[config.mk]
export PLATFORM = sky130hd
export DESIGN_NAME = food_placer
export DESIGN_NICKNAME = d
export VERILOG_FILES = /design/src/rtl/food_placer.sv
export SDC_FILE = /design/constraint.sdc
export NUM_CORES = 1
export LEC_CHECK = 0
export CORE_ASPECT_RATIO = 1.5
export CORE_MARGIN = 5
export CORE_UTILIZATION = 30
export DETAILED_ROUTE_END_ITERATION = 7
export PLACE_DENSITY = 0.63
export REMOVE_ABC_BUFFERS = 1
export SKIP_CTS_REPAIR_TIMING = 1
export SYNTH_ARGS = -nofsm -noshare
export SYNTH_HDL_FRONTEND = slang
export SYNTH_SLANG_ARGS = --single-unit
[constraint.sdc]
create_clock -name i_Clk -period 1.5 [get_ports i_Clk]
set_input_delay 0.375 -clock i_Clk [delete_from_list [all_inputs] [get_ports i_Clk]]
set_output_delay 0.375 -clock i_Clk [all_outputs]
set_load 0.02 [all_outputs]
[src/rtl/food_placer.sv]
// Food placer: draws random grid cells until it finds one the snake does not occupy.
// Gives up after MAX_TRY rejections, keeping the previous food position.
module food_placer #(
    parameter int GRID_W  = 32,
    parameter int GRID_H  = 24,
    parameter int MAX_TRY = 15
) (
    input  logic        i_Clk,
    input  logic        i_Rst,
    input  logic        i_Place,
    output logic        o_RandNeed,
    input  logic [13:0] i_RandNum,
    input  logic        i_isRanDone,
    output logic [4:0]  o_QryX,
    output logic [4:0]  o_QryY,
    output logic        o_QryVld,
    input  logic        i_QryOcc,
    output logic [4:0]  o_FoodX,
    output logic [4:0]  o_FoodY,
    output logic        o_FoodVld,
    output logic        o_Busy,
    output logic        o_Done,
    output logic        o_Fail
);

    typedef enum logic [2:0] {
        IDLE, REQ, WAIT, QUERY, CHECK, DONE
    } state_e;

    state_e     state_q, state_d;
    logic [3:0] try_q, try_d;
    logic [4:0] qx_q, qx_d, qy_q, qy_d;
    logic [4:0] fx_q, fx_d, fy_q, fy_d;
    logic       fvld_q, fvld_d;
    logic       fail_q, fail_d;

    logic [4:0] rx, ry;
    logic [3:0] try_inc;
    logic       in_range, reject, exhausted;
    logic       unused_rand;

    assign rx          = i_RandNum[4:0];
    assign ry          = i_RandNum[9:5];
    assign unused_rand = ^i_RandNum[13:10];
    assign in_range    = ({1'b0, rx} < 6'(GRID_W)) &&
                         ({1'b0, ry} < 6'(GRID_H));
    assign try_inc     = try_q + 4'd1;
    assign exhausted   = (try_inc == 4'(MAX_TRY));
    assign reject      = (state_q == WAIT && i_isRanDone && !in_range) ||
                         (state_q == CHECK && i_QryOcc);

    always_ff @(posedge i_Clk or negedge i_Rst) begin
        if (!i_Rst) begin
            state_q <= IDLE;
        end else begin
            state_q <= state_d;
        end
    end

    always_comb begin
        state_d = state_q;
        unique case (state_q)
            IDLE:    if (i_Place) state_d = REQ;
            REQ:     state_d = WAIT;
            WAIT: begin
                if (i_isRanDone) begin
                    if (in_range)       state_d = QUERY;
                    else if (exhausted) state_d = DONE;
                    else                state_d = REQ;
                end
            end
            QUERY:   state_d = CHECK;
            CHECK: begin
                if (!i_QryOcc)      state_d = DONE;
                else if (exhausted) state_d = DONE;
                else                state_d = REQ;
            end
            DONE:    state_d = IDLE;
            default: state_d = IDLE;
        endcase
    end

    always_comb begin
        o_RandNeed = 1'b0;
        o_QryVld   = 1'b0;
        o_Done     = 1'b0;
        o_Busy     = 1'b1;
        unique case (state_q)
            IDLE:    o_Busy     = 1'b0;
            REQ:     o_RandNeed = 1'b1;
            QUERY:   o_QryVld   = 1'b1;
            DONE:    o_Done     = 1'b1;
            default: ;
        endcase
    end

    // Datapath: candidate/query latch, retry count, food result and fail flag
    always_comb begin
        try_d  = try_q;
        qx_d   = qx_q;
        qy_d   = qy_q;
        fx_d   = fx_q;
        fy_d   = fy_q;
        fvld_d = fvld_q;
        fail_d = fail_q;
        if (state_q == IDLE && i_Place) begin
            try_d  = 4'd0;
            fvld_d = 1'b0;
            fail_d = 1'b0;
        end
        if (state_q == WAIT && i_isRanDone && in_range) begin
            qx_d = rx;
            qy_d = ry;
        end
        if (reject) begin
            try_d = try_inc;
            if (exhausted) fail_d = 1'b1;
        end
        if (state_q == CHECK && !i_QryOcc) begin
            fx_d   = qx_q;
            fy_d   = qy_q;
            fvld_d = 1'b1;
            fail_d = 1'b0;
        end
    end

    always_ff @(posedge i_Clk or negedge i_Rst) begin
        if (!i_Rst) begin
            try_q  <= '0;
            qx_q   <= '0;
            qy_q   <= '0;
            fx_q   <= '0;
            fy_q   <= '0;
            fvld_q <= 1'b0;
            fail_q <= 1'b0;
        end else begin
            try_q  <= try_d;
            qx_q   <= qx_d;
            qy_q   <= qy_d;
            fx_q   <= fx_d;
            fy_q   <= fy_d;
            fvld_q <= fvld_d;
            fail_q <= fail_d;
        end
    end

    assign o_QryX    = qx_q;
    assign o_QryY    = qy_q;
    assign o_FoodX   = fx_q;
    assign o_FoodY   = fy_q;
    assign o_FoodVld = fvld_q;
    assign o_Fail    = fail_q;

endmodule

-- Word-level counts from Yosys, hierarchy flattened
Cells that the tools add are included.
- register bits after elaboration: 29
- bits in latches: 0
- RAM bits: 0
- ROM bits: 0
- bits of input ports: 19
- logic and storage cells: 49
- memories: 0
- add/subtract/negate cells: 1
- $mul: 0
- divide/modulo/power cells: 0
- magnitude comparators: 1
- equal/unequal tests: 8
- shifts and indexed selects: 0
- muxes and demuxes: 18
- bitwise gates (word level): 0
- reduce and logical (&&, ||, !) cells: 13
- operator list (operator ; number):
    2-to-1 mux 3 bit ; 5
    case mux 3 bit (5 select lines) ; 1
    2-to-1 mux 1 bit ; 10
    2-to-1 mux 4 bit ; 2
    equality test 3 x 2 -> 1 bit (second input constant) ; 2
    equality test 3 bit (second input constant) ; 2
    logical AND 1 bit ; 6
    less-than comparator 5 bit (second input constant) ; 1
    adder 4 x 1 -> 4 bit (second input constant) ; 1
    equality test 4 bit (second input constant) ; 1
    != test 2 bit (second input constant) ; 2
    nonzero test 2 bit ; 2
    equality test 3 x 1 -> 1 bit (second input constant) ; 1
    zero test 3 bit ; 1
    zero test 1 bit ; 2
    AND reduction 2 bit ; 1
    logical OR 1 bit ; 1

-- Longest topological paths before layout
Gate-level depths: netlist of run 1.
- depth in word-level cells: 6
- depth in mapped cells: 5
- depth with buffers taken out: 5

-- Worst setup path before layout of run 1
OpenSTA, ideal clock, no wires.
- path kind: reg-to-reg
- start: reg state_q[0]
- end: reg try_q[3]
- arrival time: 1349 ps
- setup slack: 27 ps
- stages on the path, launching flop included: 5
- path buffers: 0
- clock period less this slack: 1473 ps
- path through: dfrtp_1 and4bb_4 a31oi_4 and2_1 a211o_1
- cells in the longest elaborated chain, start to end: 5
- elaborated cells between the ends (all ways): 10
- those cells by class: eq/ne: 2; mux: 1; reduce/logical: 7
- ends and longest elaborated chain (item ; RTL line ; RTL):
    start: declaration ; 30 ; state_e state_q, state_d;
    start signal: assignment ; 56 ; state_q <= state_d;
    equality test 3 x 2 -> 1 bit ; 49 ; assign reject = (state_q == WAIT && i_isRanDone && !in_range) ||
    logical AND 1 bit (2 in a row) ; 49 ;
    logical OR 1 bit ; 49 ;
    2-to-1 mux 4 bit / nonzero test 2 bit (equally long branches) ; - ;
    end signal: assignment ; 137 ; try_q <= try_d;
    end: declaration ; 31 ; logic [3:0] try_q, try_d;
Several ways; a longest one is shown, not always the timed one.
A chain may end at the register's enable or synchronous reset.

-- Worst setup path in the final report of run 1
- start: reg state_q[2]
- end: out o_RandNeed
- cells in the longest elaborated chain, start to end: 2
- ends and longest elaborated chain (item ; RTL line ; RTL):
    equality test 3 x 1 -> 1 bit ; 88 ; unique case (state_q)
    2-to-1 mux 1 bit ; 88 ;
    end: declaration ; 11 ; output logic o_RandNeed,
Every way passes these cells.

==> results of run 1 <==
==> worst max path at each step <==
stage	start	end	slack, ps
global route	state_q[1]$_DFFE_PN0P_	o_Busy	-130
floorplan	state_q[1]$_DFFE_PN0P_	o_FoodX[0]$_DFFE_PN0P_	-130
detailed placement	i_isRanDone	try_q[3]$_DFFE_PN0P_	-310
CTS	state_q[2]$_DFFE_PN0P_	o_QryVld	-510
finish	state_q[2]$_DFFE_PN0P_	o_RandNeed	-90
global placement	i_isRanDone	try_q[3]$_DFFE_PN0P_	-280
==> placed cells by master (no fill, tap or decap), types with 2 or more instances in the layout <==
| cell | instances |
|---|---|
| ha_1 | 2 |
| dfrtp_1 | 27 |
| inv_2 | 2 |
| o21ai_0 | 2 |
| mux2_2 | 10 |
| dfrtp_2 | 2 |
| a21oi_1 | 3 |
| clkdlybuf4s50_1 | 13 |
| nand3_1 | 2 |
| dlymetal6s2s_1 | 24 |
| nand2b_1 | 3 |
| mux2_4 | 10 |
| nor3_1 | 2 |
| a21oi_2 | 2 |
| inv_1 | 5 |
| buf_6 | 7 |
| nand2_1 | 7 |
| clkbuf_8 | 6 |
| nor2_1 | 3 |
| buf_4 | 15 |
==> flip-flops by register name (all words and copies together), names as in the netlist <==
| register | cells |
|---|---|
| o_QryX | 5 |
| try_q | 4 |
| o_Fail | 1 |
| o_FoodVld | 1 |
| o_QryY | 5 |
| o_FoodY | 5 |
| state_q | 3 |
| o_FoodX | 5 |
==> power by group through the flow <==
| stage | clock [mW] | sequential (mW) | combinational, mW |
|---|---|---|---|
| 6_report | 0.842 | 1.39 | 2.19 |
| 5_1_grt | 0.898 | 1.44 | 2.35 |
| 4_1_cts | 0.866 | 1.37 | 2.03 |
| 3_5_place_dp | 0 | 1.38 | 2.02 |
| 3_3_place_gp | 0 | 1.36 | 1.98 |
| 2_1_floorplan | 0 | 1.71 | 0.645 |
==> cells in the mapped netlist <==
cell,n,share of area
nand2_2,1,0.0049
ha_1,2,0.019
nand3_1,2,0.0078
a21oi_1,5,0.019
a211o_1,1,0.0068
dfrtp_1,29,0.56
and4bb_4,1,0.013
a31oi_4,1,0.017
a32o_1,1,0.0078
a311oi_1,1,0.0068
inv_1,7,0.020
a21o_1,1,0.0058
a311o_1,1,0.0078
nor3_2,1,0.0078
nor2_1,4,0.012
o32ai_1,1,0.0068
o21bai_1,1,0.0058
mux2_2,20,0.18
nand2_1,7,0.020
xor2_1,1,0.0068
nand3b_1,1,0.0058
nor3_1,3,0.012
and4bb_2,1,0.0097
buf_4,1,0.0058
and2_1,1,0.0049
nand2b_1,4,0.019
o21ai_0,2,0.0078
==> per-stage QoR <==
step                instances  setup TNS (ps)  utilization
finish                    215          -341.8       0.5196
global route              215           -1142       0.5196
CTS                       211           -6662       0.4744
detailed placement        203           -6921       0.4459
global placement          203           -6519       0.4459
floorplan                 100           -1377            -
==> layout make-up <==
class,count,area share
clock buffer,6,0.03776
timing repair buffer,61,0.2958
tap,46,0.02632
clock inverter,2,0.01716
sequential,29,0.3330
inverter,7,0.01201
multi-input combinational,64,0.2780
==> critical path, cell delays in order, from the launching register on <==
cell and delay [ps]:
dfrtp_2 430, buf_4 160, nor3_1 160, buf_2 190
==> cells by family after synthesis <==
logic type,share of synthesized area
xor gates and xnor gates,0.006811
muxes,0.1751
adders and majority gates,0.01945
buffers and inverters,0.02627
AOI/OAI and AO/OA,0.09145
and+or+nand+nor,0.1167
DFF,0.5642
==> per-layer routing <==
metal  share of wire  up-vias  GRT usage  wire length, µm
met5               0        -          0                0
met4           0.015        0    0.04159               47
met3           0.092        7    0.06484              293
met2            0.53       38     0.1805             1693
met1            0.36      504     0.1076             1160
li1                -      495          -                -
==> flow_summary.json, run 1 <==
{
  "gp_congestion": 0.7188,
  "fmax_mhz": 629.1,
  "maxCapViolations": 0,
  "violations": "setup timing",
  "critical_path_class": "reg -> out",
  "ys_types": 27,
  "ff_latch_area_um2": 728.2,
  "syn-instance-count": 101,
  "dp_hpwl_um": 2258,
  "r2r_end": "try_q[3]$_DFFE_PN0P_",
  "final_nets": 189,
  "antenna_found_initial": 0,
  "port_buffers": 40,
  "syn_to_final_growth_pct": 70.04,
  "syn_area_um2": 1286,
  "endpoint_kind": "primary output",
  "worstPathRequired_ps": 1120,
  "critPathMaxFanout": 4,
  "place_ws_ps": -309.9,
  "grt_pass1_vias": 1140,
  "grt_pass1_wl_um": 4961,
  "yosysWarnings": 0,
  "p_leak_nw": 1.238,
  "ioPinCount": 45,
  "drc": 0,
  "cp-start-kind": "flip-flop",
  "p_sw_frac": 0.3514,
  "clockPowerShare": 0.190,
  "htreeDepth": 2,
  "outcome": "finished with violations",
  "die_area_um2": 5724,
  "clock_skew_ps": 3.646,
  "rrSetupSlack_ps": -80,
  "dpl_cell_area_um2": 1877,
  "clockBufferDepth": 2,
  "grt_max_degree": 30,
  "crit-reg2reg-launch": "state_q[2]$_DFFE_PN0P_",
  "vdd_drop_max_v": 0.001283,
  "p_seq_frac": 0.315,
  "p_per_area_nw_per_um2": 2023,
  "maxSlewHeadroom": 0.8200,
  "initial_core_util": 0.3056,
  "finalCriticalPeriod_ps": 1590,
  "reg2regPathDepth": 5,
  "pwr-share-comb": 0.495,
  "clk_latency_ps": 280,
  "first_iter_violations": 17,
  "cts_tree": "yes",
  "cts_made_buffers": 5,
  "clkTransAtPathRegs_ps": 60,
  "fin_ws_ps": -89.67,
  "dieHeight_um": 90.20,
  "root_buffer": "clkbuf_8",
  "routedWlPerCell_um": 14.86,
  "drtPass1Iterations": 4,
  "drive_gt1_frac": 0.4024,
  "fp-row-count": 29,
  "total_power_mw": 4.424,
  "synth.avg_cell_area_um2": 12.73,
  "slew_violations": 0,
  "nFillCells": 370,
  "multi_input_area_um2": 608.1,
  "grt_usage": 0.1082,
  "p_int_mw": 2.869,
  "vias_per_cell": 4.856,
  "ant_nets": 0,
  "hold_ws_ps": 448.7,
  "setup_violations": 15,
  "worst_slew_pin_slew_ps": 270.0,
  "dr_total_vias": 1044,
  "die_x_um": 63.47,
  "rsz0062_at_grt": "yes",
  "min_path_type": "in -> async",
  "coreArea_um2": 4209,
  "critical_path_arrival_ps": 1210,
  "final_cell_area_um2": 2187,
  "grt-ovfl-total": 0,
  "ys_seq_elements": 29,
  "finalHoldViolCount": 0,
  "p_sw_mw": 1.554,
  "num_antenna_cells": 0,
  "yosysSeqAreaShare": 0.5642,
  "period_share": 1.060,
  "cts_num_sinks": 29,
  "drt-total-wl_um": 3195
}
No activity file was read; power rests on OpenSTA's default activity.
==> inputs of run 2 (changes only) <==
--- a/config.mk
+++ b/config.mk
@@ -5,10 +5,13 @@
 export SDC_FILE = /design/constraint.sdc
 export NUM_CORES = 1
 export LEC_CHECK = 0
+export ABC_CLOCK_PERIOD_IN_PS = 1500
 export CORE_ASPECT_RATIO = 1.5
 export CORE_MARGIN = 5
 export CORE_UTILIZATION = 30
+export CTS_CLUSTER_SIZE = 40
 export DETAILED_ROUTE_END_ITERATION = 7
+export GPL_TIMING_DRIVEN = 0
 export PLACE_DENSITY = 0.63
 export REMOVE_ABC_BUFFERS = 1
 export SKIP_CTS_REPAIR_TIMING = 1
==> run 2 against run 1 <==
Net effect: the flow still finishes with violations (setup timing); largest power group unchanged; clock power down 1%; count of clock-buffer cells in the layout grew 1; critical path type is now in -> reg; flip-flop and latch count is the same.
==> flow_summary.json, run 2 (same netlist as run 1, synthesis figures left out) <==
{
  "vdd_drop_max_v": 0.001383,
  "period_share": 1.055,
  "fmax_mhz": 631.8,
  "dieHeight_um": 90.20,
  "grt_pass1_wl_um": 4733,
  "final_common_cell": "dfrtp_1",
  "maxSlewHeadroom": 0.5733,
  "utilization": 0.4828,
  "antenna_found_initial": 0,
  "nFillCells": 395,
  "cts_num_sinks": 29,
  "dp_hpwl_um": 2061,
  "fp-row-count": 29,
  "r2r_end": "try_q[3]$_DFFE_PN0P_",
  "fin_ws_ps": -82.77,
  "ioPinCount": 45,
  "ff_latch_area_um2": 729.5,
  "endpoint_kind": "flip-flop",
  "tns_ps": -182.2,
  "port_buffers": 40,
  "htreeDepth": 2,
  "critical_path.cell_chain": "clkdlybuf4s50_1, and4bb_4, a31oi_4, and2_4, a211o_1",
  "syn_to_final_growth_pct": 57.98,
  "die_x_um": 63.47,
  "first_iter_violations": 13,
  "p_leak_nw": 1.136,
  "maxCapViolations": 0,
  "ant_nets": 0,
  "final_nets": 175,
  "slew_violations": 0,
  "violations": "setup timing",
  "rrSetupSlack_ps": -60,
  "cpMaxStageDelayCell": "clkdlybuf4s50_1",
  "coreArea_um2": 4209,
  "clk_latency_ps": 280,
  "gp_congestion": 0.6860,
  "num_antenna_cells": 0,
  "clockBufferDepth": 2,
  "drive_gt1_frac": 0.3484,
  "die_area_um2": 5724,
  "dr_total_vias": 988,
  "finalHoldViolCount": 0,
  "crit-reg2reg-launch": "state_q[1]$_DFFE_PN0P_",
  "critical_path_arrival_ps": 1740,
  "finalCriticalPeriod_ps": 1583,
  "routedWlPerCell_um": 14.55,
  "multi_input_area_um2": 580.6,
  "worstPathRequired_ps": 1660,
  "hold_ws_ps": 116.7,
  "grt-ovfl-total": 0,
  "worst_slew_pin_slew_ps": 640.1,
  "cp_num_buf_inv": 1,
  "drt-total-wl_um": 2925,
  "drc": 0,
  "min_path_type": "in -> async",
  "startpoint": "i_isRanDone",
  "grt_max_degree": 30,
  "clock_skew_ps": 4.350,
  "clkTransAtPathRegs_ps": 60,
  "grt_usage": 0.1028,
  "reg2regPathDepth": 5,
  "critical_path_class": "in -> reg",
  "vias_per_cell": 4.915,
  "critPathMaxFanout": 7,
  "p_per_area_nw_per_um2": 2070,
  "initial_core_util": 0.3056,
  "grt_pass1_vias": 1070,
  "mostFrequentLayoutCells": "dfrtp_1, dlymetal6s2s_1, mux2_2",
  "drtPass1Iterations": 4,
  "outcome": "finished with violations",
  "path_delay_family": "buffers and inverters",
  "rsz0062_at_grt": "yes",
  "cpPeakStageDelay_ps": 500,
  "cts_tree": "yes",
  "cts_made_buffers": 5,
  "setup_violations": 4,
  "root_buffer": "clkbuf_8",
  "total_power_mw": 4.206,
  "cp-start-kind": "primary input"
}
run 2: cell types whose count changed in the layout (fill, tap and decap cells not counted), moves of 4 or more:
cell / before / now
buf_6: 7 / 3
mux2_2: 10 / 20
mux2_4: 10 / 0
buf_4: 15 / 6
run 2: area by class of cell:
cell class | count | share of cell area
flip-flops and latches | 29 | 0.3590
multi-input cells | 64 | 0.2857
inverters | 7 | 0.01293
well taps | 46 | 0.02833
clock inverters | 1 | 0.01478
clock buffers | 7 | 0.04249
repair buffers | 47 | 0.2568
run 2: power by group:
| group | internal (mW) | switching [mW] |
|---|---|---|
| Combinational | 1.03 | 0.944 |
| Clock | 0.541 | 0.291 |
| Sequential | 1.13 | 0.263 |
run 2: per-layer routing:
metal,GRT usage,vias to the layer above,routed length [µm]
li1,-,464,-
met1,0.1065,481,1186
met5,0,-,0
met2,0.1653,41,1455
met3,0.05860,2,253
met4,0.04679,0,28
run 2: worst register-to-register path, stage by stage (launching register included):
cell and delay (ps):
dfrtp_2 460, buf_6 150, and4bb_2 320, a31oi_4 70, and2_4 170, a211o_1 280
run 2: worst max path at each step:
stage	endpoint	slack, ps	cells past startpoint
global placement	o_FoodY[1]$_DFFE_PN0P_	-680	3
global route	o_Busy	-160	3
floorplan	o_FoodX[0]$_DFFE_PN0P_	-130	3
CTS	o_Done	-580	3
finish	try_q[3]$_DFFE_PN0P_	-80	5
detailed placement	o_FoodX[0]$_DFFE_PN0P_	-670	3
run 2: stage by stage:
stage | cells | worst slack, ps | area (µm²)
after floorplan | 100 | -127.2 | 1279
final | 201 | -82.77 | 2032
after global placement | 186 | -683.5 | 1737
after global routing | 201 | -161.4 | 2032
after CTS | 194 | -582.1 | 1853
after detailed placement | 186 | -672.1 | 1737
==> inputs of run 3 (changes only) <==
--- a/config.mk
+++ b/config.mk
@@ -12,7 +12,7 @@
 export CTS_CLUSTER_SIZE = 40
 export DETAILED_ROUTE_END_ITERATION = 7
 export GPL_TIMING_DRIVEN = 0
-export PLACE_DENSITY = 0.63
+export PLACE_DENSITY_LB_ADDON = 0.05
 export REMOVE_ABC_BUFFERS = 1
 export SKIP_CTS_REPAIR_TIMING = 1
 export SYNTH_ARGS = -nofsm -noshare
==> run 3 against run 2 <==
Net effect: the flow still finishes with violations (setup timing); combinational power rose by 3%; die area stayed put; utilization grew 0.42 points; count of clock-buffer cells in the layout down 1; hold slack better by 3.9 ps; register-to-register slack about the same; total power fell by 3.6%; sequential power hardly changed; global-route usage rose by 0.79 points; via count decreased by 0.91%; sequential share of layout area down 0.31 points; cell count up 1.0%; critical endpoint is now o_QryVld.
==> flow_summary.json, run 3 (same netlist as run 1, synthesis figures left out) <==
{
  "fin_ws_ps": -86.23,
  "grt_pass1_wl_um": 4919,
  "htreeDepth": 2,
  "cp-start-kind": "flip-flop",
  "final_cell_area_um2": 2049,
  "cts_made_buffers": 5,
  "grt_max_degree": 30,
  "p_per_area_nw_per_um2": 1978,
  "grt-ovfl-total": 0,
  "p_leak_nw": 1.172,
  "startpoint": "state_q[2]$_DFFE_PN0P_",
  "die_area_um2": 5724,
  "endpoint_kind": "primary output",
  "dieHeight_um": 90.20,
  "worstPathRequired_ps": 1120,
  "drtPass1Iterations": 4,
  "clk_latency_ps": 280,
  "syn_to_final_growth_pct": 59.34,
  "first_iter_violations": 39,
  "port_buffers": 40,
  "routedWlPerCell_um": 15.65,
  "root_buffer": "clkbuf_8",
  "vias_per_cell": 4.823,
  "slew_violations": 0,
  "clkTransAtPathRegs_ps": 60,
  "crit-reg2reg-launch": "state_q[2]$_DFFE_PN0P_",
  "maxCapViolations": 0,
  "setup_violations": 15,
  "grt_pass1_vias": 1055,
  "grt_usage": 0.1106,
  "rsz0062_at_grt": "yes",
  "drive_gt1_frac": 0.3758,
  "critical_path_arrival_ps": 1210,
  "maxSlewHeadroom": 0.5654,
  "ioPinCount": 45,
  "antenna_found_initial": 0,
  "cts_tree": "yes",
  "worst_slew_pin_slew_ps": 652.0,
  "critPathMaxFanout": 6,
  "total_power_mw": 4.054,
  "vdd_drop_max_v": 0.001271,
  "period_share": 1.057,
  "dpl_cell_area_um2": 1737,
  "violations": "setup timing",
  "dr_total_vias": 979,
  "final_common_cell": "dfrtp_1",
  "utilization": 0.4869,
  "coreArea_um2": 4209,
  "cts_num_sinks": 29,
  "fin_cells": 203,
  "critical_path_class": "reg -> out",
  "ant_nets": 0,
  "fmax_mhz": 630.4,
  "drc": 0,
  "drt-total-wl_um": 3177,
  "min_path_type": "in -> async",
  "dp_cells": 186,
  "fp-row-count": 29,
  "final_nets": 177,
  "mostFrequentLayoutCells": "dfrtp_1, dlymetal6s2s_1, mux2_2",
  "clockBufferDepth": 2,
  "clock_skew_ps": 1.661,
  "die_x_um": 63.47,
  "finalHoldViolCount": 0,
  "outcome": "finished with violations",
  "dp_hpwl_um": 2049,
  "initial_core_util": 0.3056,
  "gp_congestion": 0.7335,
  "tns_ps": -325.8,
  "num_antenna_cells": 0,
  "finalCriticalPeriod_ps": 1586
}
-- run 3: path summary, 6_finish.rpt --
kind	to	slack, ps	depth (start not counted)
worst min-delay path	try_q[3]$_DFFE_PN0P_	120	1
min in group i_Clk	state_q[0]$_DFFE_PN0P_	450	3
worst min register to register	o_FoodVld$_DFFE_PN0P_	480	2
worst max register to register	try_q[3]$_DFFE_PN0P_	-50	4
worst max-delay path	o_QryVld	-90	3
max in group asynchronous	state_q[0]$_DFFE_PN0P_	920	1
-- run 3: final cells by class --
| type | instances | area, µm² |
|---|---|---|
| sequential | 29 | 729.5 |
| multi-input combinational | 65 | 619.3 |
| fill | 392 | 2160 |
| clock inverter | 2 | 10.01 |
| inverter | 7 | 26.28 |
| clock buffer | 6 | 72.57 |
| timing repair buffer | 48 | 534.3 |
| tap | 46 | 57.56 |
-- run 3: through the flow --
stage	setup slack [ps]	hold WS, ps
4_1_cts	-628.8	491.7
3_3_place_gp	-761.1	462.3
6_report	-86.23	120.6
2_1_floorplan	-127.2	79.41
3_5_place_dp	-794.1	477.2
5_1_grt	-156.0	174.6
-- run 3: worst max-delay path, cell delays in order, from the launching register on --
cell and delay [ps]:
dfrtp_2 450, nand2b_1 190, nor2_2 150, buf_6 140
-- run 3: metal layers --
| metal | wire, µm | GRT usage | up-vias |
|---|---|---|---|
| met5 | 0 | 0 | - |
| met4 | 65 | 0.05893 | 0 |
| met3 | 254 | 0.06234 | 5 |
| met2 | 1656 | 0.1737 | 33 |
| met1 | 1200 | 0.1151 | 478 |
| li1 | - | - | 463 |
-- run 3: power breakdown --
part | internal [mW] | switching [mW]
sequential | 1.13 | 0.275
clock | 0.320 | 0.284
combinational | 1.08 | 0.961
total | 2.53 | 1.52
